$ cat src/rtl/manticore_boot_pkg.sv
// Shared types and constants for the Manticore boot sequencer.
package manticore_boot_pkg;

    typedef enum logic [2:0] {
        S_IDLE       = 3'd0,
        S_CORE_RESET = 3'd1,
        S_LOAD       = 3'd2,
        S_RUN        = 3'd3,
        S_DONE       = 3'd4
    } state_t;

    typedef enum logic [2:0] {
        STATUS_NONE      = 3'd0,
        STATUS_PASS      = 3'd1,
        STATUS_FAIL      = 3'd2,
        STATUS_GMEM_FAIL = 3'd3,
        STATUS_BAD_IMAGE = 3'd4,
        STATUS_TIMEOUT   = 3'd5
    } status_t;

    localparam int unsigned PKT_ADDR_CTRL = 0;
    localparam int unsigned PKT_ADDR_BODY = 1;
    localparam logic [15:0] FAIL_ID_MIN   = 16'h8000;
    localparam int unsigned TAIL_WORDS    = 3;

    // Exception ids at or above FAIL_ID_MIN mean the program reported failure.
    function automatic logic is_fail_id(input logic [15:0] id);
        return (id >= FAIL_ID_MIN);
    endfunction

endpackage

$ cat src/rtl/manticore_boot_streamer.sv
// LOAD-phase pipeline: issues program-memory reads back to back and turns the
// returned words into packets, one cycle after each read's data arrives.
module manticore_boot_streamer
    import manticore_boot_pkg::*;
#(
    parameter int DATA_W      = 16,
    parameter int PKT_AW      = 11,
    parameter int MEM_AW      = 10,
    parameter int MAX_PROGRAM = 128
) (
    input  logic              clock,
    input  logic              reset,
    input  logic              start_i,
    input  logic [MEM_AW-1:0] base_i,
    output logic              mem_ren_o,
    output logic [MEM_AW-1:0] mem_raddr_o,
    input  logic [DATA_W-1:0] mem_rdata_i,
    output logic              pkt_valid_o,
    output logic [DATA_W-1:0] pkt_data_o,
    output logic [PKT_AW-1:0] pkt_addr_o,
    output logic              done_o,
    output logic              bad_image_o
);

    localparam int IDX_W = DATA_W + 2;

    logic              active_q, active_d;
    logic              ren_q, ren_d;
    logic [MEM_AW-1:0] raddr_q, raddr_d;
    logic [IDX_W-1:0]  cur_idx_q, cur_idx_d;
    logic              pend_q, pend_d;
    logic [IDX_W-1:0]  pend_idx_q, pend_idx_d;
    logic [DATA_W-1:0] n_q, n_d;
    logic              n_valid_q, n_valid_d;
    logic              pkt_valid_q, pkt_valid_d;
    logic [DATA_W-1:0] pkt_data_q, pkt_data_d;
    logic [PKT_AW-1:0] pkt_addr_q, pkt_addr_d;
    logic              done_q, done_d;
    logic              bad_q, bad_d;

    logic [IDX_W-1:0]  next_idx_s;
    logic [IDX_W-1:0]  last_idx_s;
    logic              more_s;

    // Indices 0..3 exist in every image, so reads run ahead of the N latch safely.
    always_comb begin
        next_idx_s = cur_idx_q + IDX_W'(1);
        last_idx_s = {n_q, 2'b00} + IDX_W'(TAIL_WORDS);
        more_s     = (next_idx_s <= IDX_W'(TAIL_WORDS)) ||
                     (n_valid_q && (next_idx_s <= last_idx_s));
    end

    // Next-state logic for the read-issue and packet-emit pipeline.
    always_comb begin
        active_d    = active_q;
        ren_d       = 1'b0;
        raddr_d     = raddr_q;
        cur_idx_d   = cur_idx_q;
        pend_d      = 1'b0;
        pend_idx_d  = pend_idx_q;
        n_d         = n_q;
        n_valid_d   = n_valid_q;
        pkt_valid_d = 1'b0;
        pkt_data_d  = '0;
        pkt_addr_d  = '0;
        done_d      = 1'b0;
        bad_d       = 1'b0;
        if (start_i) begin
            active_d  = 1'b1;
            ren_d     = 1'b1;
            raddr_d   = base_i;
            cur_idx_d = '0;
            n_d       = '0;
            n_valid_d = 1'b0;
        end else if (active_q) begin
            pend_d     = ren_q;
            pend_idx_d = cur_idx_q;
            if (ren_q && more_s) begin
                ren_d     = 1'b1;
                cur_idx_d = next_idx_s;
                raddr_d   = raddr_q + MEM_AW'(1);
            end else begin
                ren_d = 1'b0;
            end
            if (pend_q) begin
                if ((pend_idx_q == '0) && (mem_rdata_i > DATA_W'(MAX_PROGRAM))) begin
                    bad_d    = 1'b1;
                    active_d = 1'b0;
                    ren_d    = 1'b0;
                    pend_d   = 1'b0;
                end else begin
                    pkt_valid_d = 1'b1;
                    pkt_data_d  = mem_rdata_i;
                    pkt_addr_d  = ((pend_idx_q != '0) && (pend_idx_q <= {n_q, 2'b00}))
                                  ? PKT_AW'(PKT_ADDR_BODY) : PKT_AW'(PKT_ADDR_CTRL);
                    if (pend_idx_q == '0) begin
                        n_d       = mem_rdata_i;
                        n_valid_d = 1'b1;
                    end else begin
                        n_d = n_q;
                    end
                    if (n_valid_q && (pend_idx_q == last_idx_s)) begin
                        done_d   = 1'b1;
                        active_d = 1'b0;
                    end else begin
                        done_d = 1'b0;
                    end
                end
            end else begin
                pkt_valid_d = 1'b0;
            end
        end else begin
            ren_d = 1'b0;
        end
    end

    // Pipeline registers with synchronous reset.
    always_ff @(posedge clock) begin
        if (reset) begin
            active_q    <= 1'b0;
            ren_q       <= 1'b0;
            raddr_q     <= '0;
            cur_idx_q   <= '0;
            pend_q      <= 1'b0;
            pend_idx_q  <= '0;
            n_q         <= '0;
            n_valid_q   <= 1'b0;
            pkt_valid_q <= 1'b0;
            pkt_data_q  <= '0;
            pkt_addr_q  <= '0;
            done_q      <= 1'b0;
            bad_q       <= 1'b0;
        end else begin
            active_q    <= active_d;
            ren_q       <= ren_d;
            raddr_q     <= raddr_d;
            cur_idx_q   <= cur_idx_d;
            pend_q      <= pend_d;
            pend_idx_q  <= pend_idx_d;
            n_q         <= n_d;
            n_valid_q   <= n_valid_d;
            pkt_valid_q <= pkt_valid_d;
            pkt_data_q  <= pkt_data_d;
            pkt_addr_q  <= pkt_addr_d;
            done_q      <= done_d;
            bad_q       <= bad_d;
        end
    end

    assign mem_ren_o   = ren_q;
    assign mem_raddr_o = raddr_q;
    assign pkt_valid_o = pkt_valid_q;
    assign pkt_data_o  = pkt_data_q;
    assign pkt_addr_o  = pkt_addr_q;
    assign done_o      = done_q;
    assign bad_image_o = bad_q;

endmodule

$ cat src/rtl/manticore_boot_sequencer.sv
// Boot and run controller for one Manticore core: reset hold, image streaming
// through the streamer, then supervision of the running program.
module manticore_boot_sequencer
    import manticore_boot_pkg::*;
#(
    parameter int DATA_W      = 16,
    parameter int PKT_AW      = 11,
    parameter int MEM_AW      = 10,
    parameter int RESET_HOLD  = 10,
    parameter int MAX_PROGRAM = 128,
    parameter int RUN_TIMEOUT = 0
) (
    input  logic              clock,
    input  logic              reset,
    input  logic              start,
    input  logic [MEM_AW-1:0] prog_base,
    output logic              mem_ren,
    output logic [MEM_AW-1:0] mem_raddr,
    input  logic [DATA_W-1:0] mem_rdata,
    output logic              core_reset,
    output logic [DATA_W-1:0] packet_out_data,
    output logic [PKT_AW-1:0] packet_out_address,
    output logic              packet_out_valid,
    input  logic              gmem_failure,
    input  logic              exception_error,
    input  logic [15:0]       exception_id,
    output logic              busy,
    output logic              done,
    output logic [2:0]        status,
    output logic [15:0]       fail_id
);

    localparam int HOLD_W = (RESET_HOLD > 1) ? $clog2(RESET_HOLD) : 1;

    state_t            state_q, state_d;
    logic [HOLD_W-1:0] hold_q, hold_d;
    logic [31:0]       wdog_q, wdog_d;
    logic [MEM_AW-1:0] base_q, base_d;
    status_t           status_q, status_d;
    logic [15:0]       fail_id_q, fail_id_d;
    logic              core_reset_q, core_reset_d;
    logic              busy_q, busy_d;
    logic              done_q, done_d;

    logic              stream_start_s;
    logic              stream_done_s;
    logic              stream_bad_s;

    manticore_boot_streamer #(
        .DATA_W      (DATA_W),
        .PKT_AW      (PKT_AW),
        .MEM_AW      (MEM_AW),
        .MAX_PROGRAM (MAX_PROGRAM)
    ) u_streamer (
        .clock       (clock),
        .reset       (reset),
        .start_i     (stream_start_s),
        .base_i      (base_q),
        .mem_ren_o   (mem_ren),
        .mem_raddr_o (mem_raddr),
        .mem_rdata_i (mem_rdata),
        .pkt_valid_o (packet_out_valid),
        .pkt_data_o  (packet_out_data),
        .pkt_addr_o  (packet_out_address),
        .done_o      (stream_done_s),
        .bad_image_o (stream_bad_s)
    );

    // Sequencer next-state and registered-output logic.
    always_comb begin
        state_d        = state_q;
        hold_d         = hold_q;
        wdog_d         = wdog_q;
        base_d         = base_q;
        status_d       = status_q;
        fail_id_d      = fail_id_q;
        core_reset_d   = core_reset_q;
        busy_d         = busy_q;
        done_d         = 1'b0;
        stream_start_s = 1'b0;
        case (state_q)
            S_IDLE, S_DONE: begin
                if (start) begin
                    state_d      = S_CORE_RESET;
                    hold_d       = '0;
                    base_d       = prog_base;
                    status_d     = STATUS_NONE;
                    core_reset_d = 1'b1;
                    busy_d       = 1'b1;
                end else begin
                    state_d = state_q;
                end
            end
            S_CORE_RESET: begin
                if (hold_q == HOLD_W'(RESET_HOLD - 1)) begin
                    state_d        = S_LOAD;
                    core_reset_d   = 1'b0;
                    stream_start_s = 1'b1;
                end else begin
                    hold_d = hold_q + HOLD_W'(1);
                end
            end
            S_LOAD: begin
                if (stream_bad_s) begin
                    state_d  = S_DONE;
                    status_d = STATUS_BAD_IMAGE;
                    done_d   = 1'b1;
                    busy_d   = 1'b0;
                end else if (stream_done_s) begin
                    state_d = S_RUN;
                    wdog_d  = '0;
                end else begin
                    state_d = S_LOAD;
                end
            end
            S_RUN: begin
                wdog_d = (wdog_q == 32'hFFFF_FFFF) ? wdog_q : wdog_q + 32'd1;
                // Termination checks in priority order; fail_id follows the winner.
                if (gmem_failure) begin
                    status_d  = STATUS_GMEM_FAIL;
                    fail_id_d = exception_id;
                end else if (exception_error) begin
                    status_d  = is_fail_id(exception_id) ? STATUS_FAIL : STATUS_PASS;
                    fail_id_d = exception_id;
                end else if ((RUN_TIMEOUT != 0) && (wdog_q >= 32'(RUN_TIMEOUT - 1))) begin
                    status_d  = STATUS_TIMEOUT;
                    fail_id_d = 16'h0000;
                end else begin
                    status_d = status_q;
                end
                if (gmem_failure || exception_error ||
                    ((RUN_TIMEOUT != 0) && (wdog_q >= 32'(RUN_TIMEOUT - 1)))) begin
                    state_d = S_DONE;
                    done_d  = 1'b1;
                    busy_d  = 1'b0;
                end else begin
                    state_d = S_RUN;
                end
            end
            default: begin
                state_d      = S_IDLE;
                core_reset_d = 1'b1;
                busy_d       = 1'b0;
            end
        endcase
    end

    // Sequencer state register with synchronous reset.
    always_ff @(posedge clock) begin
        if (reset) begin
            state_q      <= S_IDLE;
            hold_q       <= '0;
            wdog_q       <= '0;
            base_q       <= '0;
            status_q     <= STATUS_NONE;
            fail_id_q    <= 16'h0000;
            core_reset_q <= 1'b1;
            busy_q       <= 1'b0;
            done_q       <= 1'b0;
        end else begin
            state_q      <= state_d;
            hold_q       <= hold_d;
            wdog_q       <= wdog_d;
            base_q       <= base_d;
            status_q     <= status_d;
            fail_id_q    <= fail_id_d;
            core_reset_q <= core_reset_d;
            busy_q       <= busy_d;
            done_q       <= done_d;
        end
    end

    assign core_reset = core_reset_q;
    assign busy       = busy_q;
    assign done       = done_q;
    assign status     = status_q;
    assign fail_id    = fail_id_q;

endmodule

$ cat config.mk
export PLATFORM = sky130hd
export DESIGN_NAME = manticore_boot_sequencer
export DESIGN_NICKNAME = d
export VERILOG_FILES = /design/src/rtl/manticore_boot_pkg.sv /design/src/rtl/manticore_boot_streamer.sv /design/src/rtl/manticore_boot_sequencer.sv
export SDC_FILE = /design/constraint.sdc
export NUM_CORES = 1
export LEC_CHECK = 0
export BUFFER_PORTS_ARGS = -buffer_cell sky130_fd_sc_hd__buf_2
export CAP_MARGIN = 20
export CORE_MARGIN = 5
export CORE_UTILIZATION = 45
export CTS_BUF_LIST = sky130_fd_sc_hd__clkbuf_8
export DETAILED_ROUTE_END_ITERATION = 10
export PLACE_DENSITY_LB_ADDON = 0.3
export SLEW_MARGIN = 20
export SYNTH_ARGS = -nofsm -noshare
export SYNTH_HDL_FRONTEND = slang
export SYNTH_HIERARCHICAL = 1
export SYNTH_SLANG_ARGS = --single-unit
$ cat constraint.sdc
create_clock -name clock -period 4.2 [get_ports clock]
set_input_delay 0.42 -clock clock [delete_from_list [all_inputs] [get_ports clock]]
set_output_delay 0.42 -clock clock [all_outputs]
set_load 0.1 [all_outputs]
==> results of run 1 <==
[layout make-up]
| type | count | area, um2 | area share |
|---|---|---|---|
| Tap cell | 180 | 225 | 0.0307 |
| Clock inverter | 15 | 220 | 0.0301 |
| Multi-Input combinational cell | 531 | 3370 | 0.460 |
| Sequential cell | 125 | 2500 | 0.342 |
| Inverter | 34 | 128 | 0.0174 |
| Timing Repair Buffer | 115 | 646 | 0.0881 |
| Clock buffer | 17 | 234 | 0.0319 |
[power by group through the flow]
stage | combinational (mW) | sequential [mW] | clock, mW
6_report | 0.168 | 1.21 | 1.19
5_1_grt | 0.181 | 1.21 | 1.28
4_1_cts | 0.168 | 1.21 | 1.22
3_5_place_dp | 0.167 | 1.24 | 0
3_3_place_gp | 0.167 | 1.24 | 0
2_1_floorplan | 0.112 | 1.25 | 0
[cells by family after synthesis]
| group | after synthesis |
|---|---|
| adders and majority gates | 37 |
| xor gates and xnor gates | 29 |
| other | 1 |
| and+or+nand+nor | 266 |
| muxes | 11 |
| buffers and inverters | 93 |
| AOI/OAI and AO/OA | 178 |
| DFF | 125 |
[state kept, by name (all words and copies together) (netlist names), 3 cells and up]
signal / count
hold_q: 4
u_streamer/pend_idx_q: 18
u_streamer/cur_idx_q: 18
fail_id: 16
u_streamer/pkt_data_o: 16
u_streamer/n_q: 16
u_streamer/mem_raddr_o: 10
base_q: 10
status: 3
state_q: 3
[routing by layer]
metal | wire length, um | up-vias | global-route usage
li1 | - | 2755 | -
met5 | 0 | - | 0
met1 | 7370 | 2489 | 0.256
met2 | 6930 | 108 | 0.284
met4 | 197 | 0 | 0.0581
met3 | 688 | 15 | 0.0521
[worst register-to-register path: cells and delay by family (launching register included)]
family                     cells  cell delay (ps)
AOI/OAI and AO/OA              4              880
xor gates and xnor gates       1              160
adders and majority gates      2              570
buffers and inverters          2              360
DFF                            1              470
and+or+nand+nor                7             1440
[stage by stage]
stage	cells	utilization	area, um2	power [mW]
floorplan	749	-	6310	1.37
global placement	984	0.498	6860	1.41
detailed placement	984	0.498	6860	1.41
CTS	1016	0.531	7310	2.60
global route	1017	0.532	7330	2.67
finish	1017	0.532	7330	2.57
[worst min path at each step]
stage	start	to	cells past startpoint
after CTS	mem_rdata[11]	u_streamer/pkt_data_o[11]	2
after floorplan	base_q[1]	base_q[1]	2
after global placement	base_q[9]	base_q[9]	2
final	mem_rdata[11]	u_streamer/pkt_data_o[11]	2
after global routing	mem_rdata[12]	u_streamer/pkt_data_o[12]	2
after detailed placement	base_q[6]	base_q[6]	2
[cells in the final DEF, fill, tap and decap left out, drive strengths merged, types with 5 or more instances in the layout]
cell / Yosys / routed
a21o: 7 / 7
mux2i: 10 / 10
clkbuf: 32 / 17
a211oi: 10 / 10
nand3: 29 / 29
clkinv: 1 / 5
xor2: 17 / 17
bufinv: 0 / 5
and3: 13 / 13
and2: 18 / 18
nor2b: 5 / 5
o21ai: 34 / 34
nor3b: 7 / 7
nor4: 15 / 15
or3: 6 / 6
or2: 6 / 6
or4: 5 / 5
nand4: 11 / 11
dfxtp: 125 / 125
clkinvlp: 0 / 5
o211ai: 9 / 9
a21oi: 73 / 73
conb: 1 / 10
nand2: 82 / 82
nor2: 46 / 46
inv: 33 / 34
o21a: 13 / 13
nor3: 11 / 11
buf: 27 / 115
ha: 37 / 37
xnor2: 12 / 12
==> summary.txt, run 1 <==
Outcome
  • Status: finished, final reports clean

STA
  • Fmax: 254 MHz
  • Final Max Tran Viols: 0
  • Final period utilization: 0.937
  • Final setup skew: 10.2 ps
  • Crit path setup slack, layout: 265 ps
  • Worst hold margin: 189 ps
  • Transition time at the pin with the least slew margin: 895 ps
  • Hold Violations, Final: 0
  • Total negative setup slack: 0 ps
  • Setup-failing EPs final: 0
  • Unrepaired setup endpoints after global routing: no
  • Minimum period implied by the final worst setup slack: 3940 ps
  • Worst max-slew margin expressed relative to the limit: 0.399

Min path
  • Path class of the lowest-slack min-delay path: in -> reg

Routing
  • Routed vias: 5367
  • Ratio of routed vias to standard cells: 5.28
  • Residual DRC count: 0
  • Detailed-router iteration count before antenna repair: 4
  • WL per Instance: 14.9 um
  • Final ANT Viol Nets: 0
  • Routed wire length: 15200 um
  • DR iter-0 viols: 215

Logic synthesis
  • Synth Area in Simple Gates: 0.219
  • Share of Yosys cell area claimed by the top area cell type: 0.399
  • Compound-gate portion of the synthesized area: 0.178
  • Post-synthesis async set-or-reset flop share: 0
  • Library cell occupying the most area in the post-synthesis netlist: dfxtp_1
  • Gate Count Post-Synth: 740
  • Post-synthesis sequential element count: 125
  • Mux cell area share after synthesis: 0.0178
  • Number of synthesized flops with an enable pin: 0
  • Xor/xnor share of the synthesized area: 0.0417
  • Dominant synthesized flop cell: dfxtp_1
  • Synth Warn #: 6
  • Leading cell type by number of instances after synthesis: dfxtp_1
  • Cells taking the most area after synthesis: dfxtp_1 40%, ha_1 7.4%, a21oi_1 5.8%, nand2_1 4.9%, nor2_1 2.7%
  • Sequential cell area fraction in the yosys report: 0.399
  • Cell Area, Synth: 6270 um2
  • Ranking of synthesized cells by instance count: 125 x dfxtp_1, 82 x nand2_1, 73 x a21oi_1
  • Number of unique standard cell types used by synthesis: 71
  • Largest family of logic cells by synthesized area: simple AND/OR/NAND/NOR gates
  • Share of synthesized cell area in full adder, half adder and majority cells: 0.0738
  • Mean Syn Cell Area: 8.48 um2

Pwr
  • Switch Pwr: 0.629 mW
  • Total internal power: 1.94 mW
  • Share of total power consumed by net switching: 0.244
  • Pwr per Cell Area: 351 nW/um2
  • Maximum vdd drop: 263 uV
  • Part of the total power dissipated in the clock network: 0.464
  • Fraction of power consumed by sequential logic: 0.471
  • Leakage power figure: 3.11 nW
  • Logic gate share of total power: 0.065

Placed design
  • Place WS: 203 ps
  • GP Congestion: 0.878
  • Port Buffer Count: 97
  • Post-detail-place hpwl: 10900 um

Clock tree
  • # Post-CTS Setup Buffers: 0
  • Clock latency reported for the late side of the worst-skew pair: 440 ps
  • Buffer levels on the longest clock path: 2
  • Clock-pin slew of the registers on the worst-case setup and hold paths: 70 ps
  • Clock sink count: 125
  • Clock root buffer: clkbuf_8
  • Count of H-tree levels built during CTS: 4
  • Number of buffers inserted during clock tree synthesis: 17
  • Number of gates resized after CTS: 0
  • TritonCTS clock tree: yes
  • Count of hold buffers inserted by post-cts repair: 0

Cells and area
  • Fraction of layout instances using a drive strength above 1: 0.201
  • FILL cells: 1383
  • Final #Nets: 908
  • Antenna fix cells: 0
  • Area growth, synth to finish: 16.8%

GRT
  • GRT overflow: 0
  • Maximum number of pins on one net before global-route repair: 72
  • Global Route Usage Sum: 0.186
  • Wire length of the first global-routing pass: 24700 um
  • Number of antenna violations at the first check in global routing: 0
  • Number of global-route vias before repair: 5047

Critical path
  • Reg2reg setup slack: 260 ps
  • Cell breakdown of the critical path: ha_2 -> nand4_2 -> or2_0 -> nor2_1 -> xor2_1 -> ha_1 -> nand4_1 -> nor4_1 -> a221oi_1 -> o21ai_1 -> a211oi_1 -> buf_12 -> nor2_2 -> buf_12 -> or4_1 -> a21oi_1
  • Buf/Inv on CP: 2
  • R2R cell count: 16
  • Biggest fanout along the worst timing path: 19
  • Total stage count of the critical path: 16
  • Kind of start point of the critical path: register
  • Data arrival time of the critical path: 4300 ps
  • Data required time at the worst endpoint: 4570 ps
  • Type of the setup path with the least slack: reg -> reg
  • Worst reg2reg startpoint: u_streamer/cur_idx_q[1]
  • Beginning of the critical path: u_streamer/cur_idx_q[1]
  • Capture point of the worst reg-to-reg path: u_streamer/cur_idx_q[16]
  • CP dominant cell by count: buf_12
  • Worst Setup End Kind: register
  • Slowest stage delay, CP: 470 ps
  • Master of the slowest instance on the critical path: dfxtp_1
  • Capturing instance or port of the critical path: u_streamer/cur_idx_q[16]
  • Largest delay contributor family on the critical path: simple AND/OR/NAND/NOR gates

Floorplanning
  • Number of top-level pins: 108
  • Initial core utilization: 0.455
  • Die span in x: 128 um
  • Core Area: 13800 um2
  • Vert. Die Dim: 128 um
  • Count of standard-cell rows: 43
  • Overall die area: 16400 um2

Job
  • Total of max-cap violations: 0
(Power assumes the default switching activity.)
==> run 2, diff against run 1 <==
- CORE_ASPECT_RATIO: not set -> 2
==> run 2 against run 1 <==
Effect of this change:
- setup slack improved by 5.7 ps
- utilization fell by 0.45 points
- die area rose by 0.87%
- clock skew rose by 3.6 ps
- non-clock buffer count rose by 4
- wire length rose by 9.1%
- critical path type unchanged
==> summary.txt, run 2 (same netlist as run 1, synthesis figures left out) <==
Outcome
  • Status: finished, final reports clean

Placed design
  • Dpl cells: 998
  • GP Congestion: 0.942
  • Post-detail-place hpwl: 12900 um
  • Port Buffer Count: 97

Routing
  • Ratio of routed vias to standard cells: 5.45
  • Routed vias: 5617
  • WL per Instance: 16.1 um
  • Routed wire length: 16600 um
  • Final ANT Viol Nets: 0
  • DR iter-0 viols: 312
  • Residual DRC count: 0
  • Detailed-router iteration count before antenna repair: 5

Critical path
  • Largest delay contributor family on the critical path: simple AND/OR/NAND/NOR gates
  • Type of the setup path with the least slack: reg -> reg
  • CP dominant cell by count: a21o_1
  • Cell breakdown of the critical path: nand3_2 -> nor3_1 -> nand3_1 -> xnor2_1 -> ha_1 -> a21o_1 -> a21o_1 -> a221oi_1 -> o21ai_1 -> a211oi_1 -> buf_4 -> nor2_2 -> buf_12 -> or4_1 -> a21oi_1
  • Master of the slowest instance on the critical path: dfxtp_1
  • Biggest fanout along the worst timing path: 19
  • Buf/Inv on CP: 2
  • Data arrival time of the critical path: 4290 ps
  • Slowest stage delay, CP: 500 ps
  • Worst Setup End Kind: register
  • Data required time at the worst endpoint: 4560 ps
  • Kind of start point of the critical path: register

Floorplanning
  • Vert. Die Dim: 177 um
  • Die span in x: 93.5 um
  • Overall die area: 16500 um2
  • Initial core utilization: 0.454
  • Count of standard-cell rows: 61
  • Core Area: 13800 um2
  • Number of top-level pins: 108

GRT
  • Maximum number of pins on one net before global-route repair: 50
  • Wire length of the first global-routing pass: 26900 um
  • Number of global-route vias before repair: 5677
  • GRT overflow: 0
  • Number of antenna violations at the first check in global routing: 0
  • Global Route Usage Sum: 0.206

Cells and area
  • Area growth, synth to finish: 16.2%
  • FILL cells: 1336
  • Registers with the most flip-flops: u_streamer/cur_idx_q (18), u_streamer/pend_idx_q (18)
  • Antenna fix cells: 0
  • Top library cells by usage in the layout, fill and taps aside: 125 x dfxtp_1, 97 x buf_2, 82 x nand2_1, 73 x a21oi_1, 45 x nor2_1
  • Count of non-filler cells in the finished layout: 1030
  • Fraction of layout instances using a drive strength above 1: 0.200
  • Final #Nets: 912
  • Most common cell after layout, fill and taps aside: dfxtp_1

Clock tree
  • Count of hold buffers inserted by post-cts repair: 0
  • Clock root buffer: clkbuf_8
  • Number of gates resized after CTS: 0
  • TritonCTS clock tree: yes
  • Number of buffers inserted during clock tree synthesis: 17
  • # Post-CTS Setup Buffers: 0
  • Buffer levels on the longest clock path: 2
  • Clock-pin slew of the registers on the worst-case setup and hold paths: 70 ps
  • Clock latency reported for the late side of the worst-skew pair: 430 ps
  • Clock sink count: 125
  • Count of H-tree levels built during CTS: 4

STA
  • Total negative setup slack: 0 ps
  • Hold Violations, Final: 0
  • Final Max Tran Viols: 0
  • Worst max-slew margin expressed relative to the limit: 0.283
  • Setup-failing EPs final: 0
  • Final setup skew: 13.9 ps
  • Worst hold margin: 209 ps
  • Final period utilization: 0.936
  • Minimum period implied by the final worst setup slack: 3930 ps
  • Transition time at the pin with the least slew margin: 1070 ps
  • Unrepaired setup endpoints after global routing: no
  • Fmax: 254 MHz

Pwr
  • Pwr per Cell Area: 333 nW/um2
  • Total internal power: 1.78 mW
  • Maximum vdd drop: 237 uV
  • Share of total power consumed by net switching: 0.265
  • Total power consumption of the routed design: 2.43 mW
  • Part of the total power dissipated in the clock network: 0.431
  • Switch Pwr: 0.643 mW
  • Leakage power figure: 3.11 nW
  • Fraction of power consumed by sequential logic: 0.499
  • Logic gate share of total power: 0.070

Job
  • Total of max-cap violations: 0

Min path
  • Path class of the lowest-slack min-delay path: in -> reg
## run 2: changes by cell type in the layout (fill, tap and decap cells not counted), sizes merged
cell      change
inv           +4
bufinv        -3
clkbuf        +1
clkinvlp      -2
buf           +4
## run 2: routing by layer
metal / vias to the layer above / wire [um] / global-route usage
li1: 2769 / - / -
met3: 53 / 771 / 0.0438
met4: 0 / 810 / 0.124
met5: - / 0 / 0
met1: 2630 / 5820 / 0.189
met2: 165 / 9170 / 0.397
## run 2: power groups by stage
| stage | Clock, mW | Combinational, mW | Sequential (mW) |
|---|---|---|---|
| 4_1_cts | 1.07 | 0.172 | 1.21 |
| 6_report | 1.05 | 0.171 | 1.21 |
| 3_3_place_gp | 0 | 0.170 | 1.24 |
| 3_5_place_dp | 0 | 0.172 | 1.24 |
| 5_1_grt | 1.13 | 0.184 | 1.21 |
| 2_1_floorplan | 0 | 0.112 | 1.25 |
## run 2: final cells by class
class                           count  area (um2)  area share
Multi-Input combinational cell    531        3370       0.462
Inverter                           34         128      0.0175
Clock inverter                     14         144      0.0197
Timing Repair Buffer              119         663      0.0910
Sequential cell                   125        2500       0.343
Tap cell                          189         236      0.0325
Clock buffer                       18         248      0.0340
## run 2: path summary, 6_finish.rpt
path,slack [ps],start,to,cells past startpoint
worst max-delay path,270,u_streamer/cur_idx_q[5],u_streamer/cur_idx_q[16],15
worst min register to register,450,base_q[2],base_q[2],2
worst max register to register,270,u_streamer/cur_idx_q[5],u_streamer/cur_idx_q[16],15
worst min-delay path,210,mem_rdata[8],u_streamer/pkt_data_o[8],2
## run 2: per-stage QoR
| stage | worst slack (ps) | utilization | instance area [um2] |
|---|---|---|---|
| finish | 271 | 0.527 | 7290 |
| detailed placement | 334 | 0.499 | 6890 |
| global placement | 414 | 0.499 | 6890 |
| floorplan | 685 | - | 6310 |
| CTS | 311 | 0.527 | 7280 |
| global route | 2.76 | 0.527 | 7290 |
==> run 3, diff against run 2 <==
- ABC_AREA: not set -> 1
==> run 3 against run 2 <==
Effect of this change:
- register-to-register slack improved by 310 ps
- combinational power rose to 3.1 times the previous value
- largest power group unchanged
- synthesized cell count rose by 19%
- utilization barely moved
- global-route usage rose by 1.3 points
==> summary.txt, run 3 <==
Clock tree
  • Buffer levels on the longest clock path: 2
  • Count of H-tree levels built during CTS: 4
  • Clock sink count: 125
  • TritonCTS clock tree: yes
  • Number of gates resized after CTS: 0
  • Number of buffers inserted during clock tree synthesis: 17
  • # Post-CTS Setup Buffers: 0
  • Clock-pin slew of the registers on the worst-case setup and hold paths: 90 ps
  • Clock latency reported for the late side of the worst-skew pair: 450 ps
  • Clock root buffer: clkbuf_8
  • Count of hold buffers inserted by post-cts repair: 0

Floorplanning
  • Vert. Die Dim: 175 um
  • Number of top-level pins: 108
  • Initial core utilization: 0.459
  • Overall die area: 16300 um2
  • Core Area: 13400 um2
  • Count of standard-cell rows: 60
  • Die span in x: 92.7 um

STA
  • Setup-failing EPs final: 0
  • Hold Violations, Final: 0
  • Fmax: 276 MHz
  • Final period utilization: 0.862
  • Final setup skew: 17.4 ps
  • Total negative setup slack: 0 ps
  • Unrepaired setup endpoints after global routing: no
  • Transition time at the pin with the least slew margin: 755 ps
  • Worst hold margin: 188 ps
  • Final Max Tran Viols: 0
  • Worst max-slew margin expressed relative to the limit: 0.496
  • Minimum period implied by the final worst setup slack: 3620 ps

Logic synthesis
  • Library cell occupying the most area in the post-synthesis netlist: dfxtp_1
  • Number of unique standard cell types used by synthesis: 32
  • Number of synthesized flops with an enable pin: 0
  • Cells taking the most area after synthesis: dfxtp_1 41%, nor2_1 10%, nand2_1 8.6%, ha_1 7.5%, inv_1 6.6%
  • Leading cell type by number of instances after synthesis: nor2_1
  • Sequential cell area fraction in the yosys report: 0.406
  • Gate Count Post-Synth: 883
  • Mean Syn Cell Area: 6.98 um2
  • Synth Warn #: 6
  • Post-synthesis sequential element count: 125
  • Share of Yosys cell area claimed by the top area cell type: 0.406
  • Cell Area, Synth: 6160 um2
  • Ranking of synthesized cells by instance count: 167 x nor2_1, 142 x nand2_1, 125 x dfxtp_1
  • Post-synthesis async set-or-reset flop share: 0
  • Dominant synthesized flop cell: dfxtp_1

Routing
  • Detailed-router iteration count before antenna repair: 5
  • DR iter-0 viols: 265
  • Routed vias: 5872
  • Residual DRC count: 0
  • Final ANT Viol Nets: 0
  • Ratio of routed vias to standard cells: 5.14
  • WL per Instance: 15.4 um
  • Routed wire length: 17600 um

GRT
  • Global routing met3 resource utilization: 0.0480
  • Global Route Usage Sum: 0.219
  • Met1 routing resource usage after global routing: 0.202
  • Number of global-route vias before repair: 5551
  • Routing layer with the top usage in global route: met2
  • Wire length of the first global-routing pass: 27800 um
  • Met2 track utilization from global routing: 0.432
  • GRT overflow: 0
  • Number of antenna violations at the first check in global routing: 0
  • Maximum number of pins on one net before global-route repair: 34

Placed design
  • Post-detail-place hpwl: 13300 um
  • GP Congestion: 0.900
  • Port Buffer Count: 97

Critical path
  • Kind of start point of the critical path: register
  • Data required time at the worst endpoint: 4500 ps
  • Reg2reg setup slack: 580 ps
  • Worst Setup End Kind: register
  • Type of the setup path with the least slack: reg -> reg
  • R2R cell count: 22
  • Biggest fanout along the worst timing path: 30
  • Data arrival time of the critical path: 3920 ps

Cells and area
  • Antenna fix cells: 0
  • Registers with the most flip-flops: u_streamer/cur_idx_q (18), u_streamer/pend_idx_q (18)
  • Top library cells by usage in the layout, fill and taps aside: 167 x nor2_1, 142 x nand2_1, 125 x dfxtp_1, 109 x inv_1, 97 x buf_2
  • Final core occ: 0.527
  • Fraction of layout instances using a drive strength above 1: 0.149
  • Most common cell after layout, fill and taps aside: nor2_1
  • Area growth, synth to finish: 15.0%
  • Final #Nets: 1059

Pwr
  • Leakage power figure: 3.42 nW
  • Maximum vdd drop: 398 uV
  • Pwr per Cell Area: 407 nW/um2
  • Total power consumption of the routed design: 2.88 mW

Outcome
  • Status: finished, final reports clean

Min path
  • Path class of the lowest-slack min-delay path: in -> reg
  • Cell depth of the worst min-delay path: 3

Job
  • Total of max-cap violations: 0
## run 3: cell count changes after synthesis, sizes merged, moves of 11 or more
cell    change
nor2      +126
inv        +79
nand2      +66
o21ai      +52
and2       -18
nand3      +18
xor2       -14
and3       -13
clkbuf     -13
nor4       -13
xnor2      -11
## run 3: final timing paths
kind | startpoint | to
max | u_streamer/cur_idx_q[0] | u_streamer/cur_idx_q[6]
min | exception_id[12] | fail_id[12]
max reg2reg | u_streamer/cur_idx_q[0] | u_streamer/cur_idx_q[6]
min reg2reg | busy | busy
## run 3: per-layer routing
| metal | wire (um) | part of all wire | up-vias |
|---|---|---|---|
| met2 | 9960 | 0.57 | 176 |
| li1 | - | - | 3004 |
| met1 | 6130 | 0.35 | 2636 |
| met5 | 0 | 0 | - |
| met4 | 860 | 0.049 | 0 |
| met3 | 604 | 0.034 | 56 |
## run 3: kinds of logic (layout without fill, tap and decap cells)
group                    count (synthesis)  after routing  synth area share
AND/OR/NAND/NOR                        405            405             0.275
AO/OA/AOI/OAI                          160            160             0.133
buffers and inverters                  151            247             0.105
flip-flops                             125            125             0.406
adder cells (fa/ha/maj)                 37             37            0.0751
XOR/XNOR                                 4              4           0.00569
other                                    1             10          0.000609
## run 3: report_power, final
part / internal [mW] / total (mW) / switching [mW]
clock: 0.537 / 1.07 / 0.532
combinational: 0.110 / 0.530 / 0.420
sequential: 1.24 / 1.28 / 0.0393
## run 3: metrics by stage
stage | std cells | worst slack [ps] | instance area (um2)
2_1_floorplan | 892 | 1490 | 6200
4_1_cts | 1143 | 568 | 7090
6_report | 1143 | 580 | 7090
3_5_place_dp | 1111 | 583 | 6690
3_3_place_gp | 1111 | 726 | 6690
5_1_grt | 1143 | 216 | 7090
## run 3: final cells by class
type / instances / area, um2
clock buffers: 17 / 234
fillers: 1347 / 6350
flip-flops and latches: 125 / 2500
repair buffers: 101 / 515
clock inverters: 15 / 163
inverters: 114 / 428
multi-input cells: 616 / 3050
well taps: 155 / 194
## run 3: worst max-delay path, stage by stage, from the launching register on
cell	delay, ps
dfxtp_1	440
ha_1	230
nand2_2	90
nor2_2	180
nand2_1	130
nor2_1	120
nand2_1	50
nand2_1	80
inv_1	60
ha_1	270
nand2_1	60
inv_1	70
nand2_1	50
nor3_1	270
nand4_1	130
nand3_1	100
nand2_1	50
nand2_1	50
nand2_1	60
nand2_2	460
inv_2	320
nand2_1	140
a21oi_1	60
